File: src/rtl/mux_rr_arbiter.sv
// mux_rr_arbiter: round-robin arbiter for one shared 8:1 MUX channel; optional grant timeout via MUX_ARB_TIMEOUT_EN
module mux_rr_arbiter #(
  parameter int SEL_WIDTH        = 3,
  parameter int GAP_CYCLES       = 1,
  parameter int MAX_GRANT_CYCLES = 16
) (
  input  logic                      Clock_In,
  input  logic                      Reset_In,
  input  logic [(1<<SEL_WIDTH)-1:0] Request_In,
  output logic [(1<<SEL_WIDTH)-1:0] Grant_Out,
  output logic [SEL_WIDTH-1:0]      Select_Out,
  output logic                      Enable_Out,
  output logic                      Busy_Out,
  output logic                      Timeout_Out
);
  localparam int N = 1 << SEL_WIDTH;
  typedef enum logic [1:0] {IDLE, GRANT, GAP} state_t;
  state_t state, state_n;
  logic [N-1:0] grant, grant_n;
  logic [SEL_WIDTH-1:0] sel, sel_n, ptr, ptr_n, win, idx;
  logic [3:0] gap_cnt, gap_n;
  logic found, arb, new_grant, to_hit;
  if (GAP_CYCLES < 0 || GAP_CYCLES > 15 || MAX_GRANT_CYCLES < 1) begin : g_param_check
    $error("mux_rr_arbiter: parameter out of range");
  end
  // Round-robin search starting just after the last winner; the last winner itself has lowest priority
  always_comb begin
    win = '0;
    found = 1'b0;
    idx = '0;
    for (int i = N; i >= 1; i--) begin
      idx = ptr + SEL_WIDTH'(i);
      if (Request_In[idx]) begin
        win = idx;
        found = 1'b1;
      end
    end
  end
  // Next-state logic: release or timeout leads to a gap (or immediate re-arbitration when no gap)
  always_comb begin
    state_n = state;
    grant_n = grant;
    sel_n = sel;
    ptr_n = ptr;
    gap_n = gap_cnt;
    arb = 1'b0;
    new_grant = 1'b0;
    case (state)
      IDLE: arb = 1'b1;
      GRANT:
        if (!Request_In[sel] || to_hit) begin
          grant_n = '0;
          if (GAP_CYCLES > 0) begin
            state_n = GAP;
            gap_n = 4'(GAP_CYCLES - 1);
          end else arb = 1'b1;
        end
      GAP: if (gap_cnt == '0) arb = 1'b1; else gap_n = gap_cnt - 1'b1;
      default: state_n = IDLE;
    endcase
    if (arb) begin
      state_n = found ? GRANT : IDLE;
      grant_n = found ? N'(1) << win : '0;
      sel_n = found ? win : sel;
      ptr_n = found ? win : ptr;
      new_grant = found;
    end
  end
  // State and output registers; pointer resets so that index 0 is searched first
  always_ff @(posedge Clock_In or posedge Reset_In) begin
    if (Reset_In) begin
      state <= IDLE;
      grant <= '0;
      sel <= '0;
      ptr <= '1;
      gap_cnt <= '0;
    end else begin
      state <= state_n;
      grant <= grant_n;
      sel <= sel_n;
      ptr <= ptr_n;
      gap_cnt <= gap_n;
    end
  end
  assign Grant_Out = grant;
  assign Select_Out = sel;
  assign Enable_Out = |grant;
  assign Busy_Out = state != IDLE;
`ifdef MUX_ARB_TIMEOUT_EN
  localparam int CL = $clog2(MAX_GRANT_CYCLES + 1);
  localparam int CW = CL < 4 ? 4 : (CL > 8 ? 8 : CL);
  logic [CW-1:0] cnt;
  logic timeout;
  assign to_hit = state == GRANT && Request_In[sel] && cnt == CW'(MAX_GRANT_CYCLES - 1);
  // Saturating count of enabled cycles in the current grant; pulse on forced revoke
  always_ff @(posedge Clock_In or posedge Reset_In) begin
    if (Reset_In) begin
      cnt <= '0;
      timeout <= 1'b0;
    end else begin
      cnt <= new_grant ? '0 : (state == GRANT && cnt != '1) ? cnt + 1'b1 : cnt;
      timeout <= to_hit;
    end
  end
  assign Timeout_Out = timeout;
`else
  assign to_hit = 1'b0;
  assign Timeout_Out = 1'b0;
`endif
endmodule
File: config.mk
export PLATFORM = sky130hd
export DESIGN_NAME = mux_rr_arbiter
export DESIGN_NICKNAME = d
export VERILOG_FILES = /design/src/rtl/mux_rr_arbiter.sv
export SDC_FILE = /design/constraint.sdc
export NUM_CORES = 1
export LEC_CHECK = 0
export CAP_MARGIN = 5
export CORE_UTILIZATION = 25
export CTS_BUF_LIST = sky130_fd_sc_hd__clkbuf_8
export CTS_CLUSTER_DIAMETER = 80
export DETAILED_ROUTE_END_ITERATION = 6
export PLACE_DENSITY = 0.41
export SLEW_MARGIN = 10
export SYNTH_ARGS = -nofsm -noshare
export SYNTH_HDL_FRONTEND = slang
export SYNTH_SLANG_ARGS = --single-unit
File: constraint.sdc
create_clock -name Clock_In -period 3.6 [get_ports Clock_In]
set_input_delay 0.36 -clock Clock_In [delete_from_list [all_inputs] [get_ports Clock_In]]
set_output_delay 0.36 -clock Clock_In [all_outputs]
set_load 0.005 [all_outputs]
==> results.toml <==
[cells_and_area]
antenna_cells = 0
most_common_cell_after_layout_fill_and_taps_aside = "sky130_fd_sc_hd__nand2_1"
layout_cells_sized_above_1 = 0.187
area_of_combinational_cells_with_multiple_inputs_sq_mm = 0.00142
layout.cells.most_common_list = "sky130_fd_sc_hd__nand2_1, sky130_fd_sc_hd__clkdlybuf4s50_1, sky130_fd_sc_hd__dfrtp_1"
sequential_cell_area_sq_um = 504
fin_nets = 253
final.fill_count = 817
synthToLayoutAreaGrowth_pct = 18.0

[cts]
clkLatencyLatePin_ns = 0.26
holdBufCountCts = 0
post_cts_buffers = 0
tritoncts_buffer_count = 3
cts_tree = "done"
ctsResizeCount = 0
cts_htree_levels = 1
ctsLongestPathBuffers = 2
worst_setup_hold_path_clk_slew_ns = 0.08
cts.sinks = 20
cts.root.buffer_cell = "sky130_fd_sc_hd__clkbuf_8"

[global_routing]
grt_first_pass_wirelength_mm = 9.36
grt_use_total = 0.138
via_count_of_the_first_global_routing_pass = 1774
globalRoute.totalOverflow = 0
initial_antenna_violation_count = 0
maximum_number_of_pins_on_one_net_before_global_route_repair = 25

[sta]
rsz0062_at_grt = "no"
max-slew-margin-rel = 0.473
setup-tns-final_ns = 0
final_period_minus_worst_setup_slack_ns = 3.19
finalMaxSlewViolations = 0
finalHoldViolations = 0
period_share = 0.885
highest_clock_rate_mhz = 314
setup_viol = 0
timing.clock.skew_ns = 0.00858
timing_worst_slew_pin_value_ns = 0.789

[logic_synthesis]
synth_fp_nets = 233
yosys_cell_types = 54
syn_area_per_cell_sq_um = 9.48
ys_top_cells_by_area = "sky130_fd_sc_hd__dfrtp_1, sky130_fd_sc_hd__mux4_2, sky130_fd_sc_hd__mux2i_1, sky130_fd_sc_hd__nand2_1, sky130_fd_sc_hd__ha_1"
netlist_area_sq_mm = 0.00205
synth-warning-count = 0
synthArstFlopShare = 1.00
synth.ff_latch_count = 20
postSynthCellCount = 216
post-synth-top-area-fraction = 0.208
ys_seq_area_frac = 0.246
yosysTopAreaCell = "sky130_fd_sc_hd__dfrtp_1"
postSynth.topFlopCell = "sky130_fd_sc_hd__dfrtp_1"
synth_edf_count = 0

[run]
maxCapViolations = 0

[placed_design]
gp_congestion = 0.830
numPortBuffers = 22
post-dp-hpwl_mm = 3.97

[detailed_routing]
avgRoutedWirePerCell_um = 16.1
route.vias.total = 1767
drtPass1Iterations = 4
antenna_violating_nets_remaining = 0
finalWirelength_mm = 5.43
drt-initial-drc-count = 132
detail_route.vias_per_cell = 5.24
drc_errors_left = 0

[setup_path]
worst_ep_arrival_time_ns = 3.35
required_time_of_the_worst_setup_path_ns = 3.76
critical_path_fanouts_max = 12
cp-start-kind = "register"
end_kind = "register"
type_of_the_worst_setup_path = "register to register"

[die]
overall_die_area_sq_mm = 0.00855
initial_core_utilization = 0.262
fp.dieH_um = 92.5
placeable_area_sq_mm = 0.00781
core.rowCount = 32
die_w_um = 92.5
ios = 24

[outcome]
run_status = "finished, final reports clean"

[hold_path]
min-delay-path-class = "register to register"
## cell usage after synthesis (3+ instances only)
library cell and n:
sky130_fd_sc_hd__o22ai_1 3, sky130_fd_sc_hd__mux2_2 3, sky130_fd_sc_hd__o21ai_1 6, sky130_fd_sc_hd__mux4_2 14
sky130_fd_sc_hd__buf_2 6, sky130_fd_sc_hd__nand3_1 6, sky130_fd_sc_hd__nand2b_1 6, sky130_fd_sc_hd__a31oi_1 5
sky130_fd_sc_hd__inv_1 14, sky130_fd_sc_hd__nor2b_1 3, sky130_fd_sc_hd__a21oi_1 6, sky130_fd_sc_hd__nor4_1 5
sky130_fd_sc_hd__o21ai_0 7, sky130_fd_sc_hd__nor2_1 10, sky130_fd_sc_hd__o31ai_1 3, sky130_fd_sc_hd__nor3_1 4
sky130_fd_sc_hd__o21a_1 3, sky130_fd_sc_hd__mux2i_1 15, sky130_fd_sc_hd__nand2_1 28, sky130_fd_sc_hd__dfrtp_1 17
sky130_fd_sc_hd__ha_1 7, sky130_fd_sc_hd__clkbuf_1 3, sky130_fd_sc_hd__dfstp_2 3
## kinds of logic after synthesis
group	after synthesis	synth area share
muxes	36	0.278
DFF	20	0.246
and+or+nand+nor	70	0.164
xor gates and xnor gates	4	0.0208
AOI/OAI and AO/OA	51	0.184
other	1	0.00183
adders and majority gates	7	0.0428
buffers and inverters	27	0.0623
## metrics by stage
| stage | setup slack, ns | util | instance area, sq um | hold slack, ns | std cells |
|---|---|---|---|---|---|
| 2_1_floorplan | 0.474 | - | 2050 | 0.322 | 216 |
| 3_3_place_gp | 0.434 | 0.302 | 2360 | 0.509 | 333 |
| 3_5_place_dp | 0.430 | 0.302 | 2360 | 0.507 | 333 |
| 4_1_cts | 0.396 | 0.309 | 2420 | 0.524 | 337 |
| 5_1_grt | 0.148 | 0.309 | 2420 | 0.551 | 337 |
| 6_report | 0.413 | 0.309 | 2420 | 0.513 | 337 |
## final timing paths
check                                   from       endpoint  slack, ns  depth (start not counted)
worst min-delay path            Grant_Out[5]   Grant_Out[5]       0.51                          2
min in group asynchronous           Reset_In     gap_cnt[0]       0.54                          2
worst min register to register  Grant_Out[5]   Grant_Out[5]       0.51                          2
worst max register to register        ptr[1]   Grant_Out[5]       0.41                         10
max in group asynchronous           Reset_In  Select_Out[0]       2.56                          2
worst max-delay path                  ptr[1]   Grant_Out[5]       0.41                         10
## flip-flops by register name (all words and copies together), names as in the netlist
name,count
gap_cnt,4
state,2
Grant_Out,8
Select_Out,3
ptr,3
## metal layers
metal | GRT usage | part of all wire
met3 | 0.0304 | 0.050
met4 | 0.0352 | 0.015
met1 | 0.193 | 0.46
met2 | 0.214 | 0.47
met5 | 0 | 0
## worst max-delay path: stages (launching register included)
cell                        delay (ns)
sky130_fd_sc_hd__dfstp_2          0.53
sky130_fd_sc_hd__inv_1            0.12
sky130_fd_sc_hd__ha_1             0.47
sky130_fd_sc_hd__buf_4            0.28
sky130_fd_sc_hd__mux2i_1          0.10
sky130_fd_sc_hd__o22ai_1          0.41
sky130_fd_sc_hd__nor4_1           0.13
sky130_fd_sc_hd__o32ai_2          0.28
sky130_fd_sc_hd__o2111ai_2        0.21
sky130_fd_sc_hd__and2_4           0.25
sky130_fd_sc_hd__o41ai_2          0.29
## cell type report
class	instances	area share
multi-input cells	169	0.586
flip-flops and latches	20	0.209
repair buffers	27	0.107
well taps	102	0.0528
inverters	15	0.0233
clock buffers	4	0.0228
Power is not shown: default switching activity piles up to over one toggle a cycle in this logic, so the estimate is an artifact.
